[src/rtl/psum_readback.sv]
// psum_readback: read-side engine for the partial-sums bank.
// On a start pulse it reads row_count consecutive rows (wrapping mod 2048)
// through the bank's s_en/s_addr/s_dout port. Each returned 512-bit row goes
// into a small output FIFO, and the FIFO drives a valid/ready stream with
// m_tlast on the final row.
// Optional build macro PSUM_COL_MASK_EN: when defined, lanes above the
// latched last_col are zeroed as rows enter the FIFO.
module psum_readback #(
    parameter int RD_LATENCY = 1,
    parameter int FIFO_DEPTH = 4
) (
    input  logic         clk,
    input  logic         resetn,
    input  logic         start,
    input  logic [10:0]  row_start,
    input  logic [11:0]  row_count,
    input  logic [4:0]   last_col,
    output logic         s_en,
    output logic [16:0]  s_addr,
    input  logic [511:0] s_dout,
    output logic [511:0] m_tdata,
    output logic         m_tvalid,
    input  logic         m_tready,
    output logic         m_tlast,
    output logic         busy,
    output logic         done
);
    localparam int AW = $clog2(FIFO_DEPTH);
    localparam int CW = AW + 1;

    localparam logic [1:0] ST_IDLE   = 2'd0;
    localparam logic [1:0] ST_ISSUE  = 2'd1;
    localparam logic [1:0] ST_DRAIN  = 2'd2;
    localparam logic [1:0] ST_FINISH = 2'd3;

    logic [1:0]            state_q, state_d;
    logic [10:0]           row_q, row_d;       // next row to issue
    logic [11:0]           left_q, left_d;     // issues still to make
    logic [11:0]           total_q, total_d;   // latched row_count
    logic [11:0]           beat_q, beat_d;     // beats accepted so far
    logic [RD_LATENCY-1:0] rd_pend_q, rd_pend_d;
    logic [CW-1:0]         fifo_count_q, fifo_count_d;
    logic [AW-1:0]         wptr_q, rptr_q;
    logic [511:0]          fifo_mem_q [FIFO_DEPTH];
    logic [511:0]          wdata;
    logic [10:0]           addr_row;
    logic [7:0]            inflight;
    logic                  push, pop, issue_ok, start_acc;

    function automatic logic [7:0] count_ones(input logic [RD_LATENCY-1:0] v);
        logic [7:0] n;
        n = 8'd0;
        for (int i = 0; i < RD_LATENCY; i++) begin
            n = n + {7'd0, v[i]};
        end
        return n;
    endfunction

    assign start_acc = (state_q == ST_IDLE) && start;
    assign m_tvalid  = (fifo_count_q != '0);
    assign pop       = m_tvalid && m_tready;
    // The oldest pending read lands on s_dout this cycle.
    assign push      = rd_pend_q[RD_LATENCY-1];
    assign inflight  = count_ones(rd_pend_q);
    // A beat leaving this cycle frees its slot in time for a new read, which
    // keeps one row per cycle flowing when FIFO_DEPTH = RD_LATENCY+1.
    assign issue_ok  = (8'(fifo_count_q) + inflight) < (8'(FIFO_DEPTH) + 8'(pop));

    assign busy      = (state_q == ST_ISSUE) || (state_q == ST_DRAIN);
    assign done      = (state_q == ST_FINISH);
    assign m_tdata   = m_tvalid ? fifo_mem_q[rptr_q] : '0;
    assign m_tlast   = m_tvalid && (beat_q == total_q - 12'd1);
    assign s_addr    = s_en ? {addr_row, 6'b0} : 17'd0;

    // Read issue: the first row goes out in the start cycle straight from row_start.
    always_comb begin
        s_en     = 1'b0;
        addr_row = row_q;
        if (state_q == ST_IDLE) begin
            s_en     = start && (row_count != 12'd0);
            addr_row = row_start;
        end else if (state_q == ST_ISSUE) begin
            s_en = issue_ok;
        end
    end

    // Track each issued read until its data returns RD_LATENCY cycles later.
    always_comb begin
        rd_pend_d    = rd_pend_q << 1;
        rd_pend_d[0] = s_en;
    end

`ifdef PSUM_COL_MASK_EN
    logic [4:0] last_col_q;

    // Latch the highest live lane together with the other launch values.
    always_ff @(posedge clk or negedge resetn) begin
        if (!resetn) begin
            last_col_q <= 5'd0;
        end else if (start_acc) begin
            last_col_q <= last_col;
        end
    end

    // Zero the lanes above last_col as the row enters the FIFO.
    always_comb begin
        wdata = s_dout;
        for (int i = 0; i < 32; i++) begin
            if (5'(i) > last_col_q) begin
                wdata[16*i +: 16] = 16'h0000;
            end
        end
    end
`else
    logic unused_last_col;
    assign unused_last_col = ^last_col;
    assign wdata = s_dout;
`endif

    // Sequencer next state: launch, issue, drain, then the done pulse.
    always_comb begin
        state_d      = state_q;
        row_d        = row_q;
        left_d       = left_q;
        total_d      = total_q;
        beat_d       = pop ? beat_q + 12'd1 : beat_q;
        fifo_count_d = fifo_count_q + CW'(push) - CW'(pop);
        case (state_q)
            ST_IDLE: begin
                if (start) begin
                    total_d = row_count;
                    beat_d  = 12'd0;
                    if (row_count == 12'd0) begin
                        left_d  = 12'd0;
                        state_d = ST_FINISH;
                    end else begin
                        row_d   = row_start + 11'd1;
                        left_d  = row_count - 12'd1;
                        state_d = (row_count == 12'd1) ? ST_DRAIN : ST_ISSUE;
                    end
                end
            end
            ST_ISSUE: begin
                if (s_en) begin
                    row_d  = row_q + 11'd1;
                    left_d = left_q - 12'd1;
                    if (left_q == 12'd1) begin
                        state_d = ST_DRAIN;
                    end
                end
            end
            ST_DRAIN: begin
                if ((inflight == 8'd0) &&
                    ((fifo_count_q == '0) || ((fifo_count_q == CW'(1)) && pop))) begin
                    state_d = ST_FINISH;
                end
            end
            ST_FINISH: state_d = ST_IDLE;
            default:   state_d = ST_IDLE;
        endcase
    end

    // Control registers; reset also drops any reads still in flight.
    always_ff @(posedge clk or negedge resetn) begin
        if (!resetn) begin
            state_q      <= ST_IDLE;
            row_q        <= 11'd0;
            left_q       <= 12'd0;
            total_q      <= 12'd0;
            beat_q       <= 12'd0;
            rd_pend_q    <= '0;
            fifo_count_q <= '0;
            wptr_q       <= '0;
            rptr_q       <= '0;
        end else begin
            state_q      <= state_d;
            row_q        <= row_d;
            left_q       <= left_d;
            total_q      <= total_d;
            beat_q       <= beat_d;
            rd_pend_q    <= rd_pend_d;
            fifo_count_q <= fifo_count_d;
            wptr_q       <= wptr_q + AW'(push);
            rptr_q       <= rptr_q + AW'(pop);
        end
    end

    // FIFO storage; contents are only meaningful below fifo_count_q.
    always_ff @(posedge clk) begin
        if (push) begin
            fifo_mem_q[wptr_q] <= wdata;
        end
    end

endmodule

[config.mk]
export PLATFORM = sky130hd
export DESIGN_NAME = psum_readback
export DESIGN_NICKNAME = d
export VERILOG_FILES = /design/src/rtl/psum_readback.sv
export SDC_FILE = /design/constraint.sdc
export NUM_CORES = 2
export LEC_CHECK = 0
export CELL_PAD_IN_SITES_DETAIL_PLACEMENT = 1
export CELL_PAD_IN_SITES_GLOBAL_PLACEMENT = 2
export CORE_ASPECT_RATIO = 1.5
export CORE_MARGIN = 2
export CORE_UTILIZATION = 38
export DETAILED_ROUTE_END_ITERATION = 8
export GPL_ROUTABILITY_DRIVEN = 0
export MAX_ROUTING_LAYER = met4
export PLACE_DENSITY = 0.76
export SYNTH_ARGS = -nofsm -noshare
export SYNTH_HDL_FRONTEND = slang
export SYNTH_SLANG_ARGS = --single-unit
[constraint.sdc]
create_clock -name clk -period 39.1 [get_ports clk]
set_input_delay 7.82 -clock clk [delete_from_list [all_inputs] [get_ports clk]]
set_output_delay 7.82 -clock clk [all_outputs]
set_load 0.01 [all_outputs]
==> run_results.csv <==
group,metric,value,unit
routing,drt_pass1_iterations,5,
grt,antenna_found_initial,85,
logic_synthesis,post_synth_main_area_contributors,"edfxtp_1 (76%), mux4_2 (14%), and2_1 (4.0%)",
grt,wire_length_of_the_first_global_routing_pass,312,mm
clock_tree,cts-root-to-sink-buffers,4,
logic_synthesis,netlist_area,81300,um^2
floorplanning,rows,208,
critical_path,cp-start-kind,"input port",
grt,grt_remaining_overflow,0,
logic_synthesis,synth.yosys.seq_area_share,77.4,%
cells_and_area,finalCoreUtilization,47.7,%
critical_path,timing.critical_path.fanout_max,31,
cells_and_area,final_layout_size_suffix_gt1_share,17.4,%
pwr,fraction_of_power_consumed_by_the_clock_network,23.8,%
routing,finalWirelength,215,mm
job,maxCapViolations,0,
clock_tree,clock_tree_from_tritoncts,"built",
pwr,power_leakage,32.4,nW
routing,detailroute.via_count,40800,
cells_and_area,fill_cells,19700,
cells_and_area,finalNetCount,5461,
clock_tree,cts-hold-fix-buffers,0,
critical_path,cp_data_required_time,31.28,ns
pwr,p_switching,0.00249,W
clock_tree,clk_pin_slew_worst_paths,0.06,ns
pwr,power_per_cell_area,78.0,nW/um^2
routing,drt-initial-drc-count,2597,
cells_and_area,multiInputGateArea,17500,um^2
critical_path,cpPeakStageDelay,0.70,ns
cells_and_area,seqCellArea,62900,um^2
timing,setup-violations-final,0,
hold_path,timing.hold.worst.class,"reg -> reg",
timing,final_hold_viol_count,0,
grt,global_route.usage.total,20.0,%
grt,grt_start_max_net_pins,176,
timing,clock_skew_after_layout,0.0840,ns
routing,drc_errors,0,
logic_synthesis,synth-seq-cells,2105,
critical_path,path_class,"in -> out",
logic_synthesis,avgSynthCellArea,21.6,um^2
timing,slew_headroom,12.2,%
critical_path,worst_ep_arrival_time,11.00,ns
critical_path,crit_path_cell_trace,"clkdlybuf4s50_1, inv_1, ha_1, nor3b_1, nand3_4, a22oi_4, inv_2, clkdlybuf4s50_1",
logic_synthesis,leading_cell_type_by_number_of_instances_after_synthesis,"edfxtp_1",
floorplanning,die_h,571,um
logic_synthesis,synth-edff-count,2048,
clock_tree,post_cts_resized,0,
floorplanning,area_of_the_die,218000,um^2
clock_tree,htreeDepth,4,
clock_tree,cts-buffers-inserted,200,
placement,placed_cells,7530,
critical_path,worst_setup_path_end_kind,"output pin",
pwr,switching_share,31.4,%
timing,worst_hold_slack,0.543,ns
status,run_status,"finished, final reports clean",
logic_synthesis,synth-main-ff-cell,"edfxtp_1",
floorplanning,core_area,213000,um^2
critical_path,worst-path-buf-inv,4,
floorplanning,design.portCount,1078,
logic_synthesis,yosys_warnings,0,
timing,timing.setup.tns,0,ns
timing,tightestPinTransition,1.32,ns
clock_tree,clkSinkCount,2105,
logic_synthesis,synth_top_area_cell,"edfxtp_1",
placement,buffer_ports.inserted,1066,
routing,detail_route.vias_per_cell,5.13,
critical_path,path_common_cell,"clkdlybuf4s50_1",
routing,highest_layer,"met4",
routing,wirelength_met1,80.6,mm
routing,wire_length_per_cell_after_detailed_routing,27.0,um
cells_and_area,instances_no_fill,7965,
timing,grt_setup_unrepaired,"no",
timing,period_minus_slack,18.82,ns
routing,met3_wirelength,20.8,mm
pwr,max_rail_drop_vdd,0.0000514,V
cells_and_area,area_growth_syn_to_layout,25.1,%
routing,met2WireLength,108,mm
critical_path,slowest_stage,"a22oi_4",
routing,postRouteAntennaNets,0,
logic_synthesis,synth_top_area_share,75.6,%
pwr,share_seq_of_total_power,37.5,%
critical_path,cell_type_group_with_the_largest_total_delay_on_the_critical_path,"buffers and inverters",
clock_tree,cts.root.buffer_cell,"clkbuf_16",
timing,layout_worst_path_cycle_share,48.1,%
logic_synthesis,fraction_of_registers_with_async_set_reset,2.71,%
timing,achievable-frequency,0.0531,GHz
clock_tree,clock_latency,0.86,ns
floorplanning,initial_utilization,38.1,%
floorplanning,die_span_x,382,um
logic_synthesis,synth_cell_types,76,
pwr,pwr-share-comb,38.6,%
clock_tree,post-cts-setup-buffer-count,0,
grt,number_of_global_route_vias_before_repair,44200,
logic_synthesis,syn-instance-count,3760,
timing,maxSlewViolCount,0,
pwr,cellInternalPower,0.00545,W
placement,dp_hpwl,139,mm
logic_synthesis,yosys-top-cells-count,"edfxtp_1 (2048), and2_1 (514), mux4_2 (512), clkbuf_1 (86), nand2_1 (79)",
[registers in the layout, summed over array words and instances, names as in the netlist]
signal and cells:
beat_q 12, fifo_count_q 3, fifo_mem_q 2048, left_q 12, push 1, row_q 11
rptr_q 2, state_q 2, total_q 12, wptr_q 2
[cells by family after synthesis]
logic type	Yosys count	synth area share (%)
adders and majority gates	20	0.317
AOI/OAI and AO/OA	108	0.977
DFF	2105	77.4
buffers and inverters	215	1.13
other	1	0.00461
muxes	527	14.4
and+or+nand+nor	745	5.42
xor gates and xnor gates	39	0.420
[cell type report]
class,instances,area share (%)
antenna,75,0.184
clock buffer,237,5.05
clock inverter,123,1.11
inverter,21,0.0775
multi-input combinational,1445,17.2
sequential,2105,61.8
tap,2835,3.49
timing repair buffer,1124,11.0
[tightest hold or removal path, cell delays in order, from the launching register on]
cell	delay, ns
dfrtp_1	0.39
nand2_1	0.07
nand2_1	0.05
[metal layers]
layer / GRT usage (%) / vias to the layer above
li1: - / 17700
met1: 23.1 / 21600
met2: 32.6 / 1297
met3: 7.59 / 290
met4: 5.78 / 0
met5: - / -
[metrics by stage]
| stage | cell area [um^2] | total power [W] | setup WS, ns |
|---|---|---|---|
| 2_1_floorplan | 81400 | 0.00487 | 2.05 |
| 3_3_place_gp | 95300 | 0.00612 | 20.34 |
| 3_5_place_dp | 95300 | 0.00615 | 20.29 |
| 4_1_cts | 102000 | 0.00808 | 20.28 |
| 5_1_grt | 102000 | 0.00831 | 20.02 |
| 6_report | 102000 | 0.00794 | 20.28 |
[power groups by stage]
| stage | sequential (W) | combinational [W] | clock (W) |
|---|---|---|---|
| global route | 0.00302 | 0.00328 | 0.00201 |
| detailed placement | 0.00303 | 0.00312 | 0 |
| global placement | 0.00300 | 0.00312 | 0 |
| finish | 0.00298 | 0.00307 | 0.00189 |
| CTS | 0.00299 | 0.00314 | 0.00195 |
| floorplan | 0.00328 | 0.00160 | 0 |
[cells in the final DEF, fill, tap and decap left out, drive strengths merged, types with 4 or more instances in the layout]
master	n
nand3b	6
ha	19
nor2b	5
and3	6
a21boi	4
nand4	11
inv	34
dfrtp	57
o21ai	30
clkinvlp	6
clkbuf	237
nand2	79
a221oi	6
buf	59
mux4	512
diode	75
or2	6
and2	514
xnor2	24
nand3	25
clkinv	87
conb	6
clkdlybuf4s50	1065
nor2	44
edfxtp	2048
a211o	5
o22ai	6
xor2	15
nor3	16
a21oi	16
bufinv	17
nor4	9
o211ai	8
nor3b	6
mux2i	14
a22oi	6
[path summary, 6_finish.rpt]
path / start / depth (start not counted) / slack [ns] / to
setup reg to reg: push / 6 / 34.57 / fifo_mem_q[1][216]
max in group asynchronous: resetn / 2 / 31.25 / rptr_q[1]
setup / recovery: row_count[0] / 8 / 20.28 / s_en
hold / removal: row_q[1] / 2 / 0.54 / row_q[1]
min in group asynchronous: resetn / 2 / 7.17 / total_q[11]
hold reg to reg: row_q[1] / 2 / 0.54 / row_q[1]
Power figures use the tool's default switching activity.
